<file path="config.mk">
export PLATFORM = sky130hd
export DESIGN_NAME = mask_frame_sequencer
export DESIGN_NICKNAME = d
export VERILOG_FILES = /design/src/rtl/mask_frame_sequencer.sv
export SDC_FILE = /design/constraint.sdc
export NUM_CORES = 1
export LEC_CHECK = 0
export ABC_AREA = 0
export CORE_AREA = 2 2 299 301
export CTS_BUF_LIST = sky130_fd_sc_hd__clkbuf_2
export CTS_CLUSTER_SIZE = 12
export DETAILED_ROUTE_END_ITERATION = 10
export DIE_AREA = 0 0 301 303
export PLACE_DENSITY = 0.49
export SLEW_MARGIN = 15
export SYNTH_ARGS = -nofsm -noshare
export SYNTH_HDL_FRONTEND = slang
export SYNTH_SLANG_ARGS = --single-unit
</file>
<file path="constraint.sdc">
create_clock -name clk -period 19.5 [get_ports clk]
set_input_delay 3.9 -clock clk [delete_from_list [all_inputs] [get_ports clk]]
set_output_delay 3.9 -clock clk [all_outputs]
set_load 0.02 [all_outputs]
</file>
<file path="src/rtl/mask_frame_sequencer.sv">
// Frame sequencer for mask_generation_top: walks a small table of mask
// configurations, resetting, loading and row-gating the generator per entry.
module mask_frame_sequencer #(
  parameter int DEPTH     = 8,
  parameter int AW        = $clog2(DEPTH),
  parameter int SETUP_CYC = 2,
  parameter int H_W       = 11
) (
  input  logic           clk,
  input  logic           rst,
  input  logic           cfg_we,
  input  logic [AW-1:0]  cfg_addr,
  input  logic [1:0]     cfg_mask_type,
  input  logic [4:0]     cfg_pattern_w,
  input  logic [4:0]     cfg_pattern_h,
  input  logic [63:0]    cfg_full_pattern,
  input  logic           cfg_right_sliding,
  input  logic [7:0]     cfg_frames,
  input  logic [AW:0]    prog_len,
  input  logic           loop_en,
  input  logic           start,
  input  logic           stop,
  input  logic [H_W-1:0] image_sensor_h,
  input  logic           row_ready,
  input  logic           gen_rp_valid,
  output logic           gen_rst,
  output logic           gen_clk_en,
  output logic           gen_start_pattern,
  output logic [1:0]     gen_mask_type,
  output logic [4:0]     gen_pattern_w,
  output logic [4:0]     gen_pattern_h,
  output logic [63:0]    gen_full_pattern,
  output logic           gen_right_sliding,
  output logic           busy,
  output logic           frame_start,
  output logic           frame_done,
  output logic           prog_done,
  output logic [AW-1:0]  cur_entry,
  output logic [H_W-1:0] row_cnt,
  output logic [7:0]     frame_cnt,
  output logic           err_cfg
);

  typedef enum logic [2:0] {
    S_IDLE, S_GRST, S_LOAD, S_SETUP, S_RUN, S_NEXT, S_DONE, S_ABORT
  } state_t;

  typedef struct packed {
    logic [1:0]  mask_type;
    logic [4:0]  pattern_w;
    logic [4:0]  pattern_h;
    logic [63:0] full_pattern;
    logic        right_sliding;
    logic [7:0]  frames;
  } entry_t;

  localparam int SW = (SETUP_CYC > 1) ? $clog2(SETUP_CYC) : 1;

  entry_t         table_q [DEPTH];
  state_t         state_q, state_d;
  logic [SW-1:0]  setup_cnt_q;
  logic [7:0]     frames_q;

  entry_t         cur_cfg;
  logic           entry_bad;
  logic [H_W-1:0] last_row;
  logic           row_counted;
  logic           row_last;
  logic           frames_last;
  logic           setup_last;
  logic [AW:0]    next_idx;
  logic           start_ok;

  // NOTE: the table has no reset; its contents are undefined until the
  // processor writes them, so resetting it would only cost flops.
  always_ff @(posedge clk) begin
    if (cfg_we && state_q == S_IDLE)
      table_q[cfg_addr] <= '{mask_type:     cfg_mask_type,
                             pattern_w:     cfg_pattern_w,
                             pattern_h:     cfg_pattern_h,
                             full_pattern:  cfg_full_pattern,
                             right_sliding: cfg_right_sliding,
                             frames:        cfg_frames};
  end

  assign cur_cfg     = table_q[cur_entry];
  assign entry_bad   = (cur_cfg.mask_type == 2'b11) || (cur_cfg.frames == 8'd0);
  // A zero-height frame behaves as a one-row frame.
  assign last_row    = (image_sensor_h == '0) ? '0 : image_sensor_h - H_W'(1);
  assign row_counted = (state_q == S_RUN) && !stop && row_ready && gen_rp_valid;
  assign row_last    = row_counted && (row_cnt == last_row);
  assign frames_last = (frame_cnt == frames_q - 8'd1);
  assign setup_last  = (setup_cnt_q == SW'(SETUP_CYC - 1));
  assign next_idx    = {1'b0, cur_entry} + (AW+1)'(1);
  assign start_ok    = start && !stop;

  // NOTE: every signal driven here gets a default first so no path can
  // leave it unassigned and infer a latch.
  always_comb begin
    state_d = state_q;
    unique case (state_q)
      S_IDLE:  if (start_ok) state_d = (prog_len == '0) ? S_DONE : S_GRST;
      S_GRST:  state_d = entry_bad ? S_NEXT : S_LOAD;
      S_LOAD:  state_d = S_SETUP;
      S_SETUP: if (setup_last) state_d = S_RUN;
      S_RUN:   if (row_last && frames_last) state_d = S_NEXT;
      S_NEXT:  state_d = (next_idx < prog_len || loop_en) ? S_GRST : S_DONE;
      S_DONE:  state_d = S_IDLE;
      S_ABORT: state_d = S_IDLE;
      default: state_d = S_IDLE;
    endcase
    if (stop && state_q != S_IDLE && state_q != S_ABORT)
      state_d = S_ABORT;
  end

  always_comb begin
    gen_rst           = (state_q == S_GRST) || (state_q == S_ABORT);
    gen_start_pattern = (state_q == S_LOAD);
    gen_clk_en        = (state_q == S_LOAD) || (state_q == S_SETUP) ||
                        ((state_q == S_RUN) && row_ready);
    busy              = (state_q != S_IDLE);
    prog_done         = (state_q == S_DONE);
    frame_start       = row_counted && (row_cnt == '0);
    frame_done        = row_last;
  end

  // NOTE: state uses non-blocking assignments so every register samples
  // the pre-edge values regardless of statement order.
  always_ff @(posedge clk) begin
    if (rst) begin
      state_q           <= S_IDLE;
      cur_entry         <= '0;
      row_cnt           <= '0;
      frame_cnt         <= '0;
      setup_cnt_q       <= '0;
      frames_q          <= '0;
      err_cfg           <= 1'b0;
      gen_mask_type     <= '0;
      gen_pattern_w     <= '0;
      gen_pattern_h     <= '0;
      gen_full_pattern  <= '0;
      gen_right_sliding <= 1'b0;
    end else begin
      state_q <= state_d;
      if (state_d == S_ABORT) begin
        cur_entry   <= '0;
        row_cnt     <= '0;
        frame_cnt   <= '0;
        setup_cnt_q <= '0;
      end else begin
        unique case (state_q)
          S_IDLE: if (start_ok) begin
            err_cfg   <= (prog_len == '0);
            cur_entry <= '0;
            row_cnt   <= '0;
            frame_cnt <= '0;
          end
          S_GRST: begin
            gen_mask_type     <= cur_cfg.mask_type;
            gen_pattern_w     <= cur_cfg.pattern_w;
            gen_pattern_h     <= cur_cfg.pattern_h;
            gen_full_pattern  <= cur_cfg.full_pattern;
            gen_right_sliding <= cur_cfg.right_sliding;
            frames_q          <= cur_cfg.frames;
            setup_cnt_q       <= '0;
            if (entry_bad) err_cfg <= 1'b1;
          end
          S_SETUP: setup_cnt_q <= setup_cnt_q + SW'(1);
          // Frames roll over without reloading so generator state carries on.
          S_RUN: if (row_counted) begin
            if (row_last) begin
              row_cnt   <= '0;
              frame_cnt <= frame_cnt + 8'd1;
            end else begin
              row_cnt   <= row_cnt + H_W'(1);
            end
          end
          S_NEXT: begin
            frame_cnt <= '0;
            row_cnt   <= '0;
            if (next_idx < prog_len) cur_entry <= next_idx[AW-1:0];
            else if (loop_en)        cur_entry <= '0;
          end
          default: ;
        endcase
      end
    end
  end

endmodule

</file>
Word-level counts from Yosys, hierarchy flattened
Memory sizes are Yosys's and may differ from the RTL's. A register that Yosys moved wholly into a read port is not among the register bits. Index checks and enable logic that the tools add are counted.

RAM bits: 680. Word-level logic and storage cells: 101. Output and inout bits: 107. Register bits after elaboration: 112. Bits of input ports: 111. Memories: 1.

Memories: table_q (depth 8, bits a word 85, read ports 1, clocked after Yosys merged registers in 1, wr ports 1, RTL line 59) `entry_t table_q [DEPTH];`.

Order comparisons: 1. Equal/unequal tests: 17. Reduce and logical (&&, ||, !) cells: 34. Muxes and demuxes: 29. Bitwise gates (word level): 1. Add/sub/neg operators: 6.

Operators by type and width (number): 11-bit two-way mux (4); 3-bit two-way mux (12); 11-bit case mux with 3 select lines (1); 8-bit two-way mux (3); 8-bit case mux with 3 select lines (1); 11-bit zero test (2); 3-bit case mux with 7 select lines (1); 3-bit == test (second input constant) (5); 11-bit by 1-bit adder with 11-bit output (second input constant) (1); 11-bit == test (1); 1-bit logical AND (11); 11-bit by 1-bit subtractor with 11-bit output (second input constant) (1); 8-bit by 1-bit adder with 8-bit output (second input constant) (1); 8-bit == test (1); 8-bit zero test (1); 2-bit inequality test (second input constant) (4); 4-bit AND reduction (2); 8-bit by 1-bit subtractor with 8-bit output (second input constant) (1); 3-bit by 2-bit == test with 1-bit output (second input constant) (2); 3-bit inequality test (second input constant) (2); 3-bit case mux with 2 select lines (1); 3-bit AND reduction (2); 2-bit nonzero test (3); 3-bit nonzero test (2); 14 further kinds (23).

Logic depth before layout (Yosys ltp)
Depth in word-level cells: 12. Gate-level depth with buffers: 12. Depth with buffers taken out: 10.

Worst setup path before layout
No wires, ideal clock.

Kind: input to register. Start: input port cfg_addr[0]. End: memory table_q[0][0] in the netlist's numbering, enable pin. Data required time: 18.866 ns. Library setup time: 0.634 ns. Path buffers: 0. Setup slack: 8.989 ns. Stages on the path: 2. Arrival time: 9.877 ns. Cell sequence: nand3b_1 > nor3_1.

RTL lines: from (decl) (RTL line 12) `input logic [AW-1:0] cfg_addr,`; to (decl) (RTL line 59).

No word-level cell before the write port.

Worst setup path in the final report
Start: input port image_sensor_h[0]. End: output port frame_done.

Cells in the longest elaborated chain, start to end: 4. Elaborated cells on any way between the ends: 5. Classes of those cells: 1 x add/sub; 1 x eq/ne; 1 x mux; 2 x reduce/logical.

Ends and longest elaborated chain: from (decl) (RTL line 23) `input logic [H_W-1:0] image_sensor_h,`; 11-bit by 1-bit subtractor with 11-bit output or 11-bit zero test (tied branches) (RTL line 89) `assign last_row = (image_sensor_h == '0) ? '0 : image_sensor_h - H_W'(1);`; 11-bit two-way mux (*) (RTL line 89); 11-bit == test (*) (RTL line 91) `assign row_last = row_counted && (row_cnt == last_row);`; 1-bit logical AND (*) (RTL line 91); to (decl) (RTL line 36) `output logic frame_done,`.

Mark *: on every way between the ends. The rest lies on a longest branch, timed or not.

==> impl_metrics.yaml <==
placement:
  port_buffers: 217
  gp_congestion: 0.828
  dp_slack_ns: 8.05
  place_area_um2: 34100
  hpwl_mm: 39.0
run:
  maxCapViolations: 0
routing:
  highest_layer: "met5"
  postRouteAntennaNets: 0
  postRouteWirelength_mm: 73.3
  wl_met1_mm: 30.2
  drc_errors: 0
  wl_per_cell_um: 22.2
  dr_total_vias: 16335
  wl_met2_mm: 37.7
  wl_met3_mm: 3.91
  avgViaCountPerCell: 4.95
  drt_iter0_drc: 943
  dr.pass1.iters: 5
cts:
  clk_latency_ns: 1.39
  cts_resized: 0
  post-cts-setup-buffer-count: 0
  htree_levels: 4
  cts_root_buffer: "clkbuf_2"
  cts.sinks: 795
  cts_buffer_depth: 3
  path_clk_slew_ns: 0.09
  cts_hold_buf: 0
  cts-buffers-inserted: 202
  cts_tree: "built"
worst_setup_path:
  endpoint_kind: "primary output"
  max_stage_delay_ns: 0.72
  crit_type: "in -> out"
  crit_slowest_cell: "clkdlybuf4s50_1"
  required_ns: 15.60
  crit_chain: "clkdlybuf4s50_1, inv_1, ha_1, or4b_1, or4_4, o211ai_2, nand3_1, a211o_1, nor4_2, clkdlybuf4s50_1"
  cp_max_fo: 6
  critical_path_arrival_ns: 7.55
  crit_path_start_kind: "input port"
  critPathMostFrequentCell: "clkdlybuf4s50_1"
  crit_buf_inv: 3
  crit_family: "simple AND/OR/NAND/NOR gates"
final_layout:
  drive_gt1_share_pct: 25.8
  syn_to_final_growth_pct: 17.8
  nets: 2078
  fin_util_pct: 40.9
  fill_cells: 8081
  multiInputGateArea_um2: 7460
  finish.instance_area_um2: 36000
  seqCellArea_um2: 22700
synth:
  yosysSeqAreaShare_pct: 74.4
  async_flop_share_pct: 0
  syn_area_per_cell_um2: 19.1
  synth_top_area_share_pct: 66.8
  syn_inst: 1602
  ys_dominant_reg_cell: "edfxtp_1"
  synth_area_leaders: "edfxtp_1, mux4_2, dfxtp_1, mux2i_1, a211oi_1"
  ys_ff_latch: 795
  synth_top_area_cell: "edfxtp_1"
  yosysWarnings: 0
  synth_fp_nets: 1722
  synth-edff-count: 680
  synth_area_um2: 30500
  synth_cell_type_count: 63
global_routing:
  grt_max_degree: 141
  grtUsageTotal_pct: 16.3
  grt_pass1_vias: 17357
  grt_pass1_wl_mm: 109
  grt_overflow: 0
  grt_antenna_before_repair: 13
sta:
  setup_viol: 0
  period_needed_ns: 11.45
  fin_crit_sh_pct: 58.7
  finalHoldViolations: 0
  rsz0062_at_grt: "no"
  worst_slew_pin_slew_ns: 1.07
  final.setup.tns_ns: 0
  max_slew_margin_pct: 28.8
  fmax_mhz: 87.4
  maxSlewViolCount: 0
  setup_ws_ns: 8.05
  skew_ns: 0.0933
floorplan:
  core-area_um2: 88000
  die_h_um: 303
  fp-row-count: 109
  start_util_pct: 34.7
  pin_count: 218
  dieArea_um2: 91200
  die_w_um: 301
power_and_ir_drop:
  powerDensity_nw_per_um2: 96.7
  p_leak_nw: 11.3
  irDropWorstVdd_uv: 40.8
outcome:
  status: "completed"
min_path:
  hold_path_class: "reg -> reg"
## cell usage in the layout (no fill, tap or decap), drive strengths merged, types with 22 or more instances in the layout
master	instances
a211oi	89
buf	26
clkbuf	313
clkdlybuf4s50	216
clkinv	57
dfxtp	115
edfxtp	680
inv	22
mux2i	92
mux4	170
nand2	29
nor2	127
## power by group
part           internal (W)  switching [W]
clock              0.000454       0.000663
sequential          0.00193      0.0000419
combinational      0.000163       0.000230
total               0.00255       0.000934
## cell usage after synthesis, types with 2 or more instances
cell	number
a21oi_1	19
nand3_1	12
o21ai_0	8
or4_1	9
nor3_1	16
nand2_1	29
edfxtp_1	680
ha_1	9
nor2_1	127
xor2_1	8
nor4_1	4
and3_1	7
mux2i_1	92
nand4_1	6
or3_1	6
buf_2	10
nand3b_1	6
a21o_1	2
o21a_1	4
nor2b_1	7
o31ai_1	3
inv_1	18
mux4_2	170
clkbuf_1	53
nand2b_1	11
xnor2_1	16
a22o_1	2
a211oi_1	89
buf_1	25
and2_1	3
dfxtp_1	115
o22ai_1	2
o211ai_1	3
buf_6	2
## sequential cells by signal, summed over array words and instances, names as in the netlist, named ones only
| name | count |
|---|---|
| row_cnt | 11 |
| setup_cnt_q | 1 |
| state_q | 3 |
| gen_pattern_w | 5 |
| gen_pattern_h | 5 |
| err_cfg | 1 |
| gen_mask_type | 2 |
| frame_cnt | 8 |
| gen_right_sliding | 1 |
| gen_full_pattern | 64 |
| frames_q | 8 |
| table_q | 680 |
| cur_entry | 3 |
## layout make-up
class	count	area share [%]
tap	1165	4.05
timing repair buffer	242	6.62
sequential	795	63.2
clock inverter	64	0.862
inverter	18	0.188
multi-input combinational	699	20.7
clock buffer	313	4.35
antenna	3	0.0209
## metal layers
layer	track usage, %	vias to the layer above
met5	0	-
li1	-	7366
met3	4.39	135
met1	19.8	8399
met2	27.8	415
met4	6.24	20
## per-stage QoR
stage               hold slack, ns  cells  total power (W)
global placement             0.490   2919          0.00241
finish                       0.505   3299          0.00348
global route                 0.530   3299          0.00367
CTS                          0.505   3296          0.00355
detailed placement           0.492   2919          0.00241
floorplan                    0.490   1602          0.00223
## logic make-up (layout without fill, tap and decap cells)
group / Yosys count / count (layout) / share of synthesized area, %
DFF: 795 / 795 / 74.4
muxes: 263 / 263 / 15.6
and+or+nand+nor: 254 / 254 / 4.01
AOI/OAI and AO/OA: 149 / 149 / 3.56
buffers and inverters: 108 / 637 / 1.42
xor gates and xnor gates: 24 / 24 / 0.688
adders and majority gates: 9 / 9 / 0.369
other: 0 / 3 / 0
## tightest hold or removal path, stage by stage, from the launching register on
cell and delay (ns):
dfxtp_1 0.32, nor2_1 0.09, a211oi_1 0.05
## path summary, 6_finish.rpt
| kind | start | end | slack (ns) | cells after the start |
|---|---|---|---|---|
| worst min-delay path | gen_full_pattern[14] | gen_full_pattern[14] | 0.50 | 2 |
| worst max-delay path | image_sensor_h[0] | frame_done | 8.05 | 10 |
| worst min register to register | gen_full_pattern[14] | gen_full_pattern[14] | 0.50 | 2 |
| worst max register to register | state_q[1] | table_q[0][64] | 15.32 | 5 |
No activity file was read; power rests on OpenSTA's default activity.
